--- src/rtl/irq_ctrl_if.sv ---
// CPU-side bus and interrupt handshake bundle for irq_ctrl.
// The master is the CPU/controller side and the slave is the interrupt controller.
interface irq_ctrl_if;
   logic        sel;
   logic [1:0]  addr;
   logic        we;
   logic [31:0] din;
   logic [31:0] dout;
   logic        int_ack;
   logic        eret;
   logic        int_req;
   logic [3:0]  irq_id;

   modport master (
      output sel, addr, we, din, int_ack, eret,
      input  dout, int_req, irq_id
   );

   modport slave (
      input  sel, addr, we, din, int_ack, eret,
      output dout, int_req, irq_id
   );
endinterface

--- src/rtl/irq_ctrl.sv ---
// Fixed-priority interrupt controller with a MASK/PENDING/CAUSE/CTRL register window.
// Optional macro IRQ_SYNC_EN adds a 2-flop synchronizer on every irq_src line.
module irq_ctrl #(
   parameter int unsigned N_SRC     = 6,
   parameter logic [31:0] BASE_ADDR = 32'h00007F20
) (
   input  logic             i_clk,
   input  logic             i_rst_n,
   input  logic [N_SRC-1:0] i_irq_src,
   irq_ctrl_if.slave        bus
);

   localparam logic [1:0] ADDR_MASK  = 2'd0;
   localparam logic [1:0] ADDR_PEND  = 2'd1;
   localparam logic [1:0] ADDR_CAUSE = 2'd2;
   localparam logic       BASE_OK    = (BASE_ADDR[1:0] == 2'b00);

   typedef enum logic [1:0] {
      IDLE,
      REQ,
      SERVICE
   } state_t;

   state_t           r_state;
   logic [N_SRC-1:0] r_mask;
   logic [N_SRC-1:0] r_pending;
   logic [N_SRC-1:0] r_prev;
   logic             r_gen;
   logic             r_edge;
   logic             r_intReq;
   logic [3:0]       r_irqId;

   logic [N_SRC-1:0] w_src;
   logic [N_SRC-1:0] w_eligible;
   logic [N_SRC-1:0] w_setBits;
   logic [N_SRC-1:0] w_clrBits;
   logic [N_SRC-1:0] w_ackBit;
   logic [N_SRC-1:0] w_w1cBits;
   logic [3:0]       w_winId;
   logic             w_anyEligible;
   logic             w_wrEn;
   logic             w_ackTaken;
   logic [31:0]      w_cause;
   logic [31:0]      w_dout;
   logic             w_unusedDin;

`ifdef IRQ_SYNC_EN
   logic [N_SRC-1:0] r_sync1;
   logic [N_SRC-1:0] r_sync2;

   always_ff @(posedge i_clk) begin
      if (!i_rst_n) begin
         r_sync1 <= '0;
         r_sync2 <= '0;
      end else begin
         r_sync1 <= i_irq_src;
         r_sync2 <= r_sync1;
      end
   end

   assign w_src = r_sync2;
`else
   assign w_src = i_irq_src;
`endif

   assign w_eligible    = r_pending & r_mask & {N_SRC{r_gen}};
   assign w_anyEligible = |w_eligible;
   assign w_wrEn        = bus.sel & bus.we & BASE_OK;
   assign w_unusedDin   = ^bus.din;

   // Lowest index wins, so scan downward and let the last hit stand.
   always_comb begin
      w_winId = 4'd0;
      for (int i = N_SRC - 1; i >= 0; i--) begin
         if (w_eligible[i]) begin
            w_winId = 4'(i);
         end
      end
   end

   assign w_ackTaken = (r_state == REQ) & bus.int_ack & w_anyEligible;

   always_comb begin
      w_ackBit = '0;
      for (int i = 0; i < N_SRC; i++) begin
         w_ackBit[i] = w_ackTaken && (w_winId == 4'(i));
      end
   end

   assign w_w1cBits = (w_wrEn && (bus.addr == ADDR_PEND)) ? bus.din[N_SRC-1:0] : '0;
   assign w_setBits = w_src & ~r_prev;
   assign w_clrBits = w_w1cBits | w_ackBit;

   // Set is OR-ed in after the clear so a coincident edge survives a W1C or ack.
   always_ff @(posedge i_clk) begin
      if (!i_rst_n) begin
         r_mask    <= '0;
         r_pending <= '0;
         r_prev    <= '0;
         r_gen     <= 1'b0;
         r_edge    <= 1'b0;
      end else begin
         r_prev <= w_src;
         if (r_edge) begin
            r_pending <= (r_pending & ~w_clrBits) | w_setBits;
         end else begin
            r_pending <= w_src;
         end
         if (w_wrEn && (bus.addr == ADDR_MASK)) begin
            r_mask <= bus.din[N_SRC-1:0];
         end
         if (w_wrEn && (bus.addr == 2'd3)) begin
            r_gen  <= bus.din[0];
            r_edge <= bus.din[1];
         end
      end
   end

   always_ff @(posedge i_clk) begin
      if (!i_rst_n) begin
         r_state  <= IDLE;
         r_intReq <= 1'b0;
         r_irqId  <= 4'd0;
      end else begin
         case (r_state)
            IDLE: begin
               if (w_anyEligible) begin
                  r_state  <= REQ;
                  r_intReq <= 1'b1;
                  r_irqId  <= w_winId;
               end
            end
            REQ: begin
               if (!w_anyEligible) begin
                  r_state  <= IDLE;
                  r_intReq <= 1'b0;
               end else begin
                  r_irqId <= w_winId;
                  if (bus.int_ack) begin
                     r_state  <= SERVICE;
                     r_intReq <= 1'b0;
                  end
               end
            end
            SERVICE: begin
               r_intReq <= 1'b0;
               if (bus.eret) begin
                  r_state <= IDLE;
               end
            end
            default: begin
               r_state  <= IDLE;
               r_intReq <= 1'b0;
            end
         endcase
      end
   end

   assign w_cause = {(r_state == SERVICE), 31'd0}
                  | (32'(w_eligible) << 8)
                  | {28'd0, r_irqId};

   always_comb begin
      w_dout = 32'd0;
      if (bus.sel) begin
         case (bus.addr)
            ADDR_MASK:  w_dout = 32'(r_mask);
            ADDR_PEND:  w_dout = 32'(r_pending);
            ADDR_CAUSE: w_dout = w_cause;
            default:    w_dout = {30'd0, r_edge, r_gen};
         endcase
      end
   end

   assign bus.dout    = w_dout;
   assign bus.int_req = r_intReq;
   assign bus.irq_id  = r_irqId;

endmodule

--- src/flat_wrapper.sv ---
// flat-port wrapper written by rule: the top's interface ports become plain ports
module irq_ctrl_flat 
#(
   parameter int unsigned N_SRC     = 6,
   parameter logic [31:0] BASE_ADDR = 32'h00007F20
)
  (i_clk, i_rst_n, i_irq_src, bus_sel, bus_addr, bus_we, bus_din, bus_int_ack, bus_eret, bus_dout, bus_int_req, bus_irq_id);
  irq_ctrl_if bus_i ();
  input  logic i_clk;
  input  logic i_rst_n;
  input  logic [N_SRC-1:0] i_irq_src;
  input wire logic [$bits(bus_i.sel)-1:0] bus_sel;
  input wire logic [$bits(bus_i.addr)-1:0] bus_addr;
  input wire logic [$bits(bus_i.we)-1:0] bus_we;
  input wire logic [$bits(bus_i.din)-1:0] bus_din;
  input wire logic [$bits(bus_i.int_ack)-1:0] bus_int_ack;
  input wire logic [$bits(bus_i.eret)-1:0] bus_eret;
  output wire logic [$bits(bus_i.dout)-1:0] bus_dout;
  output wire logic [$bits(bus_i.int_req)-1:0] bus_int_req;
  output wire logic [$bits(bus_i.irq_id)-1:0] bus_irq_id;
  assign bus_i.sel = bus_sel;
  assign bus_i.addr = bus_addr;
  assign bus_i.we = bus_we;
  assign bus_i.din = bus_din;
  assign bus_i.int_ack = bus_int_ack;
  assign bus_i.eret = bus_eret;
  assign bus_dout = bus_i.dout;
  assign bus_int_req = bus_i.int_req;
  assign bus_irq_id = bus_i.irq_id;
  irq_ctrl #(.N_SRC(N_SRC), .BASE_ADDR(BASE_ADDR)) u_core (.i_clk(i_clk), .i_rst_n(i_rst_n), .i_irq_src(i_irq_src), .bus(bus_i));
endmodule
--- config.mk ---
export PLATFORM = sky130hd
export DESIGN_NAME = irq_ctrl_flat
export DESIGN_NICKNAME = d
export VERILOG_FILES = /design/src/rtl/irq_ctrl_if.sv /design/src/rtl/irq_ctrl.sv /design/src/flat_wrapper.sv
export SDC_FILE = /design/constraint.sdc
export NUM_CORES = 1
export LEC_CHECK = 0
export ABC_CLOCK_PERIOD_IN_PS = 2500
export CAP_MARGIN = 20
export CELL_PAD_IN_SITES_DETAIL_PLACEMENT = 1
export CELL_PAD_IN_SITES_GLOBAL_PLACEMENT = 2
export CORE_MARGIN = 3
export CORE_UTILIZATION = 21
export CTS_CLUSTER_DIAMETER = 120
export CTS_CLUSTER_SIZE = 8
export DETAILED_ROUTE_END_ITERATION = 6
export GPL_TIMING_DRIVEN = 0
export HOLD_SLACK_MARGIN = 0.08
export PLACE_DENSITY = 0.9
export SYNTH_ARGS = -nofsm -noshare
export SYNTH_HDL_FRONTEND = slang
export SYNTH_SLANG_ARGS = --single-unit
--- constraint.sdc ---
create_clock -name i_clk -period 2.5 [get_ports i_clk]
set_input_delay 0.75 -clock i_clk [delete_from_list [all_inputs] [get_ports i_clk]]
set_output_delay 0.75 -clock i_clk [all_outputs]
set_load 0.05 [all_outputs]
==> results of run 1 <==
[routing by layer]
| layer | up-vias | share of wire, % |
|---|---|---|
| met2 | 45 | 50 |
| li1 | 701 | - |
| met1 | 658 | 42 |
| met5 | - | 0 |
| met4 | 0 | 1.2 |
| met3 | 4 | 7.2 |
[worst max-delay path, cell delays in order]
cell	delay (ns)
buf_8	0.08
buf_8	0.11
mux4_2	0.50
and2_4	0.16
buf_8	0.14
[flip-flops by register name (all words and copies together), names as in the netlist]
name,flops
u_core.bus.irq_id,3
u_core.r_edge,1
u_core.bus.int_req,1
u_core.r_state,2
u_core.r_gen,1
u_core.r_mask,6
u_core.r_prev,6
u_core.r_pending,6
[layout by cell type, fill, tap and decap left out, types with 2 or more instances in the layout]
| cell | instances |
|---|---|
| buf_6 | 5 |
| clkbuf_8 | 3 |
| o211a_1 | 2 |
| nor3_1 | 2 |
| dfxtp_1 | 25 |
| nor2b_1 | 8 |
| o211ai_1 | 2 |
| mux2i_1 | 13 |
| clkdlybuf4s50_1 | 20 |
| nand2b_1 | 6 |
| and2_4 | 2 |
| clkbuf_1 | 3 |
| nor2_1 | 7 |
| buf_2 | 4 |
| nor2_4 | 5 |
| nand2_1 | 20 |
| and2_1 | 11 |
| a21oi_1 | 7 |
| buf_8 | 7 |
| buf_4 | 24 |
| nand3_1 | 3 |
| a22o_1 | 8 |
| conb_1 | 20 |
| mux4_2 | 2 |
| or3_1 | 2 |
| o21ai_0 | 3 |
| a22oi_1 | 2 |
[logic make-up (layout without fill, tap and decap cells)]
family,Yosys count,in the layout,share of synthesized area (%)
and+or+nand+nor,78,78,27.8
AOI/OAI and AO/OA,30,30,14.7
buffers and inverters,28,70,11.9
DFF,26,26,33.7
muxes,15,15,11.6
other,1,20,0.243
[area by class of cell]
cell class                      instances  area (µm²)
Sequential cell                        26         522
Clock buffer                            3        41.3
Buffer                                 27         211
Timing Repair Buffer                   38         380
Fill cell                             824        4670
Inverter                                1        3.75
Tap cell                               96         120
Clock inverter                          1        30.0
Multi-Input combinational cell        143         963
[worst max-delay path by stage]
stage	slack, ns	startpoint	to
floorplan	-0.15	bus_addr[1]	bus_dout[12]
global placement	-1.16	bus_sel	bus_dout[9]
detailed placement	-1.18	bus_sel	bus_dout[8]
CTS	-0.003	bus_addr[0]	bus_dout[0]
global route	-0.02	bus_addr[0]	bus_dout[1]
finish	0.02	bus_addr[0]	bus_dout[0]
[through the flow]
stage / hold slack (ns) / util, %
6_report: 0.493 / 32.7
5_1_grt: 0.510 / 32.7
4_1_cts: 0.500 / 32.7
3_5_place_dp: 0.477 / 30.5
3_3_place_gp: 0.460 / 30.5
2_1_floorplan: 0.456 / -
[what timing repair did]
action,in CTS,in global routing
endpoints found under the setup margin,13,12
hold buffers,0,0
pin swaps,2,0
buffers inserted,2,1
gates resized for setup,98,11
[power groups by stage]
| stage | clock network [W] | logic (W) | registers [W] |
|---|---|---|---|
| after detailed placement | 0 | 0.000193 | 0.000449 |
| after floorplan | 0 | 0.000143 | 0.000446 |
| after global routing | 0.000373 | 0.000216 | 0.000443 |
| after CTS | 0.000362 | 0.000200 | 0.000440 |
| after global placement | 0 | 0.000191 | 0.000449 |
| final | 0.000355 | 0.000202 | 0.000440 |
==> impl_results.md, run 1 <==
- Min-delay src: u_core.bus.int_req
- Setup TNS: 0 ns
- CP endpoint kind: output pin
- Count leader, synth: dfxtp_1
- DRC viols: 0
- GR Overflow Total: 0
- H-tree depth: 1
- Root Driver: clkbuf_8
- Post-synth top cells: 26 x dfxtp_1, 21 x nand2_1, 20 x buf_4
- Psw: 0.000273 W
- CP startpoint kind: input pin
- Sequential Power Share: ~44%
- Ant diodes: 0
- Arr. time, crit path: about 1.7 ns
- Share of cells above drive strength 1: 26.8%
- Worst r2r src: u_core.r_pending[1]
- CTS tree: yes
- Cell variety after synth: 38
- 1st-iter DRT viols: 29
- Vias per inst: 4.20
- DIE AREA: 8410 µm²
- Slew headroom: between 60% and 70%
- Worst-path clk slew: ~0.090 ns
- FF+latch count, synth: 26
- Placed instance count: 328
- Die Y: between 90 and 100 µm
- Vias in the first global route: 1536
- RSZ-0062 raised after global routing: true
- Post-route setup slack: 0.0214 ns
- Post-synth EDFFs: 0
- # setup viols final: 0
- Initial DRT Pass Iterations: 4
- Ranking of synthesized cells by area: dfxtp_1 34%, buf_4 9.7%, mux2i_1 8.4%
- Area after DPL: 2120 µm²
- Power per Cell Area: 439 nW/µm²
- Largest net degree at the start of global routing: 16
- Post-layout nets: 286
- DPL Wire Length: roughly 3600 µm
- All-Layer GR Usage: 10.9%
- Syn Inst Count: 178
- Sink Count: 26
- Final Cell Area: 2270 µm²
- Post-synthesis sequential area ratio: 33.7%
- Area share of the largest cell type after synthesis: 33.7%
- CTS buffer count: 3
- Hold Crit Depth: 2
- Hold Path Class: register to register
- WL/cell: 13.4 µm
- Max-Cap Viols: 0
- CP Class: input pin to output pin
- Met2 usage: 19.1%
- Internal reg-to-reg setup slack: between 0.9 and 1 ns
- Pre-CTS WS: -1.18 ns
- Max Clock Freq: just over 400 MHz
- CP required: 1.75 ns
- Port Buf Inserts: 35
- Crit path time final: 2.48 ns
- Cell Int Power: 0.000724 W
- Max FO, Critical Path: 6
- R2R cell count: 3
- Power after layout: 0.000997 W
- Die width: 91.7 µm
- Clk pwr share: a little over a third
- Worst Hold Path EP: u_core.bus.int_req
- Core Box Area: 6940 µm²
- Switching Fraction: between 20% and 30%
- Initial antenna violation count: 0
- Synth Cell Area: 1540 µm²
- Non-filler cells in the finished layout: approximately 340
- Final Hold Vio Count: 0
- First-pass GRT wire length: 7390 µm
- Via count: 1408
- R2R Path End: u_core.r_pending[1]
- Total wire length: between 4000 and 5000 µm
- M1 GR Usage: 12.8%
- VDD IR-drop max: 245 µV
- Worst slew pin tran: 0.527 ns
- Placer Congestion: 0.759
- Post-synth ARST share: 0%
- Max Root-Sink Buffers: 2
- Global routing usage on met3: 2.54%
- Top FF cell, synth: dfxtp_1
- Syn Area/Cell: 8.67 µm²
- Rows: 30
- Synthesis warning total: 0
- Setup Skew: ~0.0090 ns
- Final period util: 99.1%
- Leak: 0.902 nW
- Io pins: 83
- GR peak layer: met2
- Post-route ant nets: 0
- Combinational share of power: a little over 20%
- Initial Utilization: roughly 22%
- Status: finished, final reports clean
- Slew Viols, Final: 0
- P&R area growth vs syn: 47.3%
- Clk Latency, worst-skew pair: 0.28 ns
- Synth area leader: dfxtp_1
(Power assumes the default switching activity.)
==> run 2: changes to the inputs <==
--- a/config.mk
+++ b/config.mk
@@ -9,14 +9,14 @@
 export CAP_MARGIN = 20
 export CELL_PAD_IN_SITES_DETAIL_PLACEMENT = 1
 export CELL_PAD_IN_SITES_GLOBAL_PLACEMENT = 2
-export CORE_MARGIN = 3
-export CORE_UTILIZATION = 21
+export CORE_UTILIZATION = 33
 export CTS_CLUSTER_DIAMETER = 120
 export CTS_CLUSTER_SIZE = 8
 export DETAILED_ROUTE_END_ITERATION = 6
+export DONT_BUFFER_PORTS = 1
 export GPL_TIMING_DRIVEN = 0
 export HOLD_SLACK_MARGIN = 0.08
-export PLACE_DENSITY = 0.9
+export PLACE_DENSITY = 0.87
 export SYNTH_ARGS = -nofsm -noshare
 export SYNTH_HDL_FRONTEND = slang
 export SYNTH_SLANG_ARGS = --single-unit
==> impl_results.md, run 2 (synthesis gave the netlist of run 1 again) <==
- # fillers: roughly 550
- Final Hold Vio Count: 0
- Final period util: just under 100%
- Max FO, Critical Path: 4
- Vias per inst: 5.08
- First-pass GRT wire length: 6440 µm
- Setup Skew: about 0.0047 ns
- Slew headroom: 41.5%
- Fin util: 42.3%
- Ant diodes: 0
- CP startpoint kind: input pin
- R2R Path End: u_core.r_pending[1]
- Clk Latency, worst-skew pair: ~0.28 ns
- WL/cell: 15.7 µm
- Slew Viols, Final: 0
- RSZ-0062 raised after global routing: false
- CTS tree: yes
- DPL Wire Length: 3090 µm
- H-tree depth: 1
- Crit path time final: around 2.5 ns
- Post-route ant nets: 0
- R2R cell count: 3
- Seq. cell area: 522 µm²
- Die Y: 70.4 µm
- Worst-path clk slew: 0.09 ns
- Internal reg-to-reg setup slack: just over 0.9 ns
- Worst slew pin tran: approximately 0.9 ns
- Commonest non-fill, non-tap cell in the layout: dfxtp_1
- Die width: 70.4 µm
- 1st-iter DRT viols: 86
- Max Clock Freq: 404 MHz
- Vias in the first global route: 1303
- Largest net degree at the start of global routing: 16
- Area occupied by multi-input gates: just under 1000 µm²
- P&R area growth vs syn: 21.1%
- Via count: approximately 1300
- Initial DRT Pass Iterations: 4
- Core Box Area: 4410 µm²
- Total wire length: 3990 µm
- Io pins: 83
- Arr. time, crit path: 1.73 ns
- Most frequent cells in the layout: 25 x dfxtp_1, 21 x buf_4, 20 x nand2_1, 20 x conb_1, 13 x mux2i_1
- Share of cells above drive strength 1: 24.3%
- CP Class: input pin to output pin
- CTS buffer count: 3
- Sink Count: 26
- # setup viols final: 0
- Worst r2r src: u_core.r_mask[1]
- Port Buf Inserts: 0
- Max Root-Sink Buffers: 2
- Initial antenna violation count: 0
- Largest registers: u_core.r_mask (6), u_core.r_pending (6), u_core.r_prev (6)
- CP endpoint kind: output pin
- All-Layer GR Usage: 16.7%
- Power per Cell Area: 513 nW/µm²
- Post-layout nets: between 200 and 250
- Rows: 24
- Placer Congestion: 0.750
- Post-route setup slack: 0.0223 ns
- DRC viols: 0
- Initial Utilization: a little over a third
- Hold Path Class: register to register
- DIE AREA: 4950 µm²
- Crit. Startpoint: bus_addr[1]
- Status: finished, final reports clean
- Max-Cap Viols: 0
- End point of the critical path: bus_dout[4]
- Root Driver: clkbuf_8
- Pre-CTS WS: -0.238 ns
- GR Overflow Total: 0
- Leak: 0.744 nW
- VDD IR-drop max: 303 µV
- CP required: 1.75 ns
[run 2: cell types whose count changed in the layout (fill, tap and decap cells not counted), sizes merged]
cell / before / now
clkdlybuf4s50: 20 / 0
buf: 40 / 25
clkbuf: 7 / 6
clkdlybuf4s15: 1 / 0
[run 2: timing repair]
item                       in CTS  in global routing
setup buffers                   1                  0
pin swaps                       2                  3
cloned                          0                  0
hold buffers                    0                  0
resized for setup              15                  5
setup endpoints to repair      11                  7
[run 2: through the flow]
stage | instance area [µm²] | power, W | cells | TNS, ns | hold slack, ns
after floorplan | 1650 | 0.000589 | 197 | -0.716 | 0.456
after global placement | 1720 | 0.000603 | 249 | -1.35 | 0.462
after detailed placement | 1720 | 0.000605 | 249 | -1.39 | 0.473
after CTS | 1850 | 0.000962 | 254 | 0 | 0.494
after global routing | 1870 | 0.000994 | 254 | 0 | 0.521
final | 1870 | 0.000958 | 254 | 0 | 0.490
[run 2: routing by layer]
layer / global-route usage (%) / vias up / wire (µm)
met3: 4.18 / 5 / 277
met4: 6.22 / 0 / 59
met5: 0 / - / 0
met1: 20.3 / 617 / 1720
li1: - / 626 / -
met2: 28.0 / 42 / 1930
[run 2: worst min path at each step]
| stage | startpoint | endpoint | cells past startpoint |
|---|---|---|---|
| 3_5_place_dp | u_core.r_prev[0] | u_core.r_pending[0] | 2 |
| 2_1_floorplan | u_core.r_prev[0] | u_core.r_pending[0] | 2 |
| 5_1_grt | u_core.r_prev[4] | u_core.r_pending[4] | 2 |
| 3_3_place_gp | u_core.r_prev[2] | u_core.r_pending[2] | 2 |
| 4_1_cts | u_core.r_prev[0] | u_core.r_pending[0] | 2 |
| 6_report | u_core.r_prev[0] | u_core.r_pending[0] | 2 |
[run 2: area by class of cell]
type,instances,share of cell area [%]
buffer,27,11.7
clock inverter,1,1.61
sequential,26,27.9
inverter,1,0.201
timing repair buffer,1,0.402
clock buffer,3,2.21
tap,52,3.48
multi-input combinational,143,52.5
[run 2: power breakdown]
part / total [W] / switching (W) / leakage (nW) / internal (W)
Clock: 0.000355 / 0.000141 / 0.0357 / 0.000215
Combinational: 0.000162 / 0.000109 / 0.495 / 0.0000531
Sequential: 0.000440 / 0.0000130 / 0.214 / 0.000427
Total: 0.000958 / 0.000263 / 0.744 / 0.000695
[run 2: worst max-delay path, cell delays in order]
cell	delay (ns)
buf_12	0.11
nand2b_1	0.17
nor2_1	0.70
==> run 3: changes to the inputs <==
--- a/config.mk
+++ b/config.mk
@@ -17,6 +17,7 @@
 export GPL_TIMING_DRIVEN = 0
 export HOLD_SLACK_MARGIN = 0.08
 export PLACE_DENSITY = 0.87
+export SLEW_MARGIN = 20
 export SYNTH_ARGS = -nofsm -noshare
 export SYNTH_HDL_FRONTEND = slang
 export SYNTH_SLANG_ARGS = --single-unit
==> results of run 3 <==
Final layout, timing and power as in run 2 (identical DEF).
==> edit (config.mk and constraints of run 3) <==
`N_SRC` is set to 6 in 2 places; all go to 5.
--- a/src/rtl/irq_ctrl.sv
+++ b/src/rtl/irq_ctrl.sv
@@ -2,5 +2,5 @@
 // Optional macro IRQ_SYNC_EN adds a 2-flop synchronizer on every irq_src line.
 module irq_ctrl #(
-   parameter int unsigned N_SRC     = 6,
+   parameter int unsigned N_SRC     = 5,
    parameter logic [31:0] BASE_ADDR = 32'h00007F20
 ) (
--- a/src/flat_wrapper.sv
+++ b/src/flat_wrapper.sv
@@ -2,5 +2,5 @@
 module irq_ctrl_flat 
 #(
-   parameter int unsigned N_SRC     = 6,
+   parameter int unsigned N_SRC     = 5,
    parameter logic [31:0] BASE_ADDR = 32'h00007F20
 )
Interface: changed (resized i_irq_src); port bits go from 83 to 82. The function was not compared with the original's and may differ.
==> edit against run 3 <==
Worst setup slack gained 25 ps. Area after synthesis shrank 10%. Cell area shrank 12%. Hold slack lost 3.4 ps. Total power shrank 18%. Wire length shrank 13%. Sequential cell count shrank 3. Critical endpoint is now bus_dout[1]. Highest routed layer unchanged.
==> edit: results (changes against run 3) <==
.. list-table::
   :header-rows: 1

   * - Metric
     - Value
   * - Proportion of layout cells with a drive suffix above 1
     - 33.3% (+9.1 points)
   * - Average cell area after synthesis
     - 9.12 um^2 (+5.2%)
   * - Cell family with the largest share of critical-path delay
     - multiplexers
   * - Area after DPL
     - 1540 um^2 (-10%)
   * - Largest fanout on the critical path
     - 10 (+6)
   * - Post-Route Hold Slack
     - 486 ps (-3.35 ps)
   * - Register-to-register path setup slack
     - 1000 ps (+70 ps)
   * - Iteration-0 DRC Markers
     - 61 (-29%)
   * - Unique cell type count in the Yosys netlist
     - 43 (+13%)
   * - Multi-input combinational cell area
     - 880 um^2 (-10%)
   * - WL per Instance
     - 15.3 um (-2.3%)
   * - Setup clock skew after layout
     - 5.47 ps (+0.776 ps)
   * - Gr usage total
     - 16.5% (-0.16 points)
   * - Peak supply drop
     - 0.166 mV (-45%)
   * - Nets
     - 223 (-10%)
   * - Leading post-synthesis cells by instance count
     - sky130_fd_sc_hd__dfxtp_1 (23), sky130_fd_sc_hd__buf_4 (22), sky130_fd_sc_hd__nand2_1 (13)
   * - Final non-filler cell total
     - 227 (-11%)
   * - Detailed-router iteration count before antenna repair
     - 4 (unchanged)
   * - First-pass GRT wire length
     - 5400 um (-16%)
   * - Worst-Margin Slew
     - 548 ps (-327 ps)
   * - Run status
     - finished, final reports clean
   * - Proportion of synthesized flip-flops having asynchronous set or reset
     - 0% (unchanged)
   * - Vias in the first global route
     - 1147 (-12%)
   * - Crit-path slowest cell
     - sky130_fd_sc_hd__mux4_2
   * - Count of buffers inserted at the top-level ports
     - 0 (unchanged)
   * - Largest net degree at the start of global routing
     - 14 (-2)
   * - Share of the yosys chip area belonging to registers
     - 33.2% (-0.53 points)
   * - Largest registers in the final layout
     - u_core.r_mask x5, u_core.r_pending x5, u_core.r_prev x5
   * - Biggest cell delay along the critical path
     - 500 ps (-200 ps)
   * - Post-detail-place hpwl
     - 2800 um (-9.1%)
   * - Critical path arrival
     - 1700 ps (-30 ps)
   * - Layout filler cell count
     - 479 (-13%)
   * - Worst slack at placement
     - -330 ps (-91.7 ps)
   * - Via density per instance
     - 5.02 (-1.1%)
   * - Worst Setup Slack, final
     - 47.1 ps (+24.7 ps)
   * - GP Congestion
     - 0.783 (+4.5%)
   * - Largest cells by area after synthesis
     - sky130_fd_sc_hd__dfxtp_1 (33%), sky130_fd_sc_hd__buf_4 (12%), sky130_fd_sc_hd__mux2i_1 (7.2%)
   * - Leakage power summed over all cells
     - 0.679 nW (-8.8%)
   * - Number of post-CTS setup repair buffers
     - 0 (-1)
==> edit: cells by family after synthesis <==
kind of cell           count (synthesis)  share of synthesized area, %
muxes                                 12                          10.5
and+or+nand+nor                       63                          25.7
AOI/OAI and AO/OA                     26                          16.3
buffers and inverters                 27                          14.0
other                                  1                         0.270
DFF                                   23                          33.2
==> edit: power breakdown <==
group / internal [W] / total, W / switching (W)
clock network: 0.000111 / 0.000236 / 0.000124
registers: 0.000377 / 0.000389 / 0.0000112
logic: 0.0000497 / 0.000163 / 0.000113
total: 0.000538 / 0.000787 / 0.000249
==> edit: repair_timing <==
item,in CTS,in global routing
pin swaps,4,1
resized for setup,15,7
endpoints found under the setup margin,7,7
==> edit: worst paths after layout <==
check / startpoint / end / depth (start not counted)
max: bus_addr[0] / bus_dout[1] / 3
min reg2reg: u_core.r_prev[3] / u_core.r_pending[3] / 2
min: u_core.r_prev[3] / u_core.r_pending[3] / 2
max reg2reg: u_core.r_gen / u_core.r_pending[4] / 4
==> edit: worst reg2reg max path, delay by kind of cell, from the launching register on <==
family	cells	cell delay, ps
DFF	1	550
and+or+nand+nor	3	590
AOI/OAI and AO/OA	1	260
==> edit: metal layers <==
layer,up-vias,track usage (%),part of all wire [%]
met5,-,0,0
met4,0,9.57,1.8
met3,5,2.91,7.3
met2,54,28.9,50
met1,543,18.5,41
li1,538,-,-
==> edit: cell type report <==
class | count | share of cell area, %
buffer | 27 | 11.9
clock buffer | 3 | 2.50
clock inverter | 1 | 0.303
multi-input combinational | 123 | 53.3
sequential | 23 | 28.1
tap | 50 | 3.79
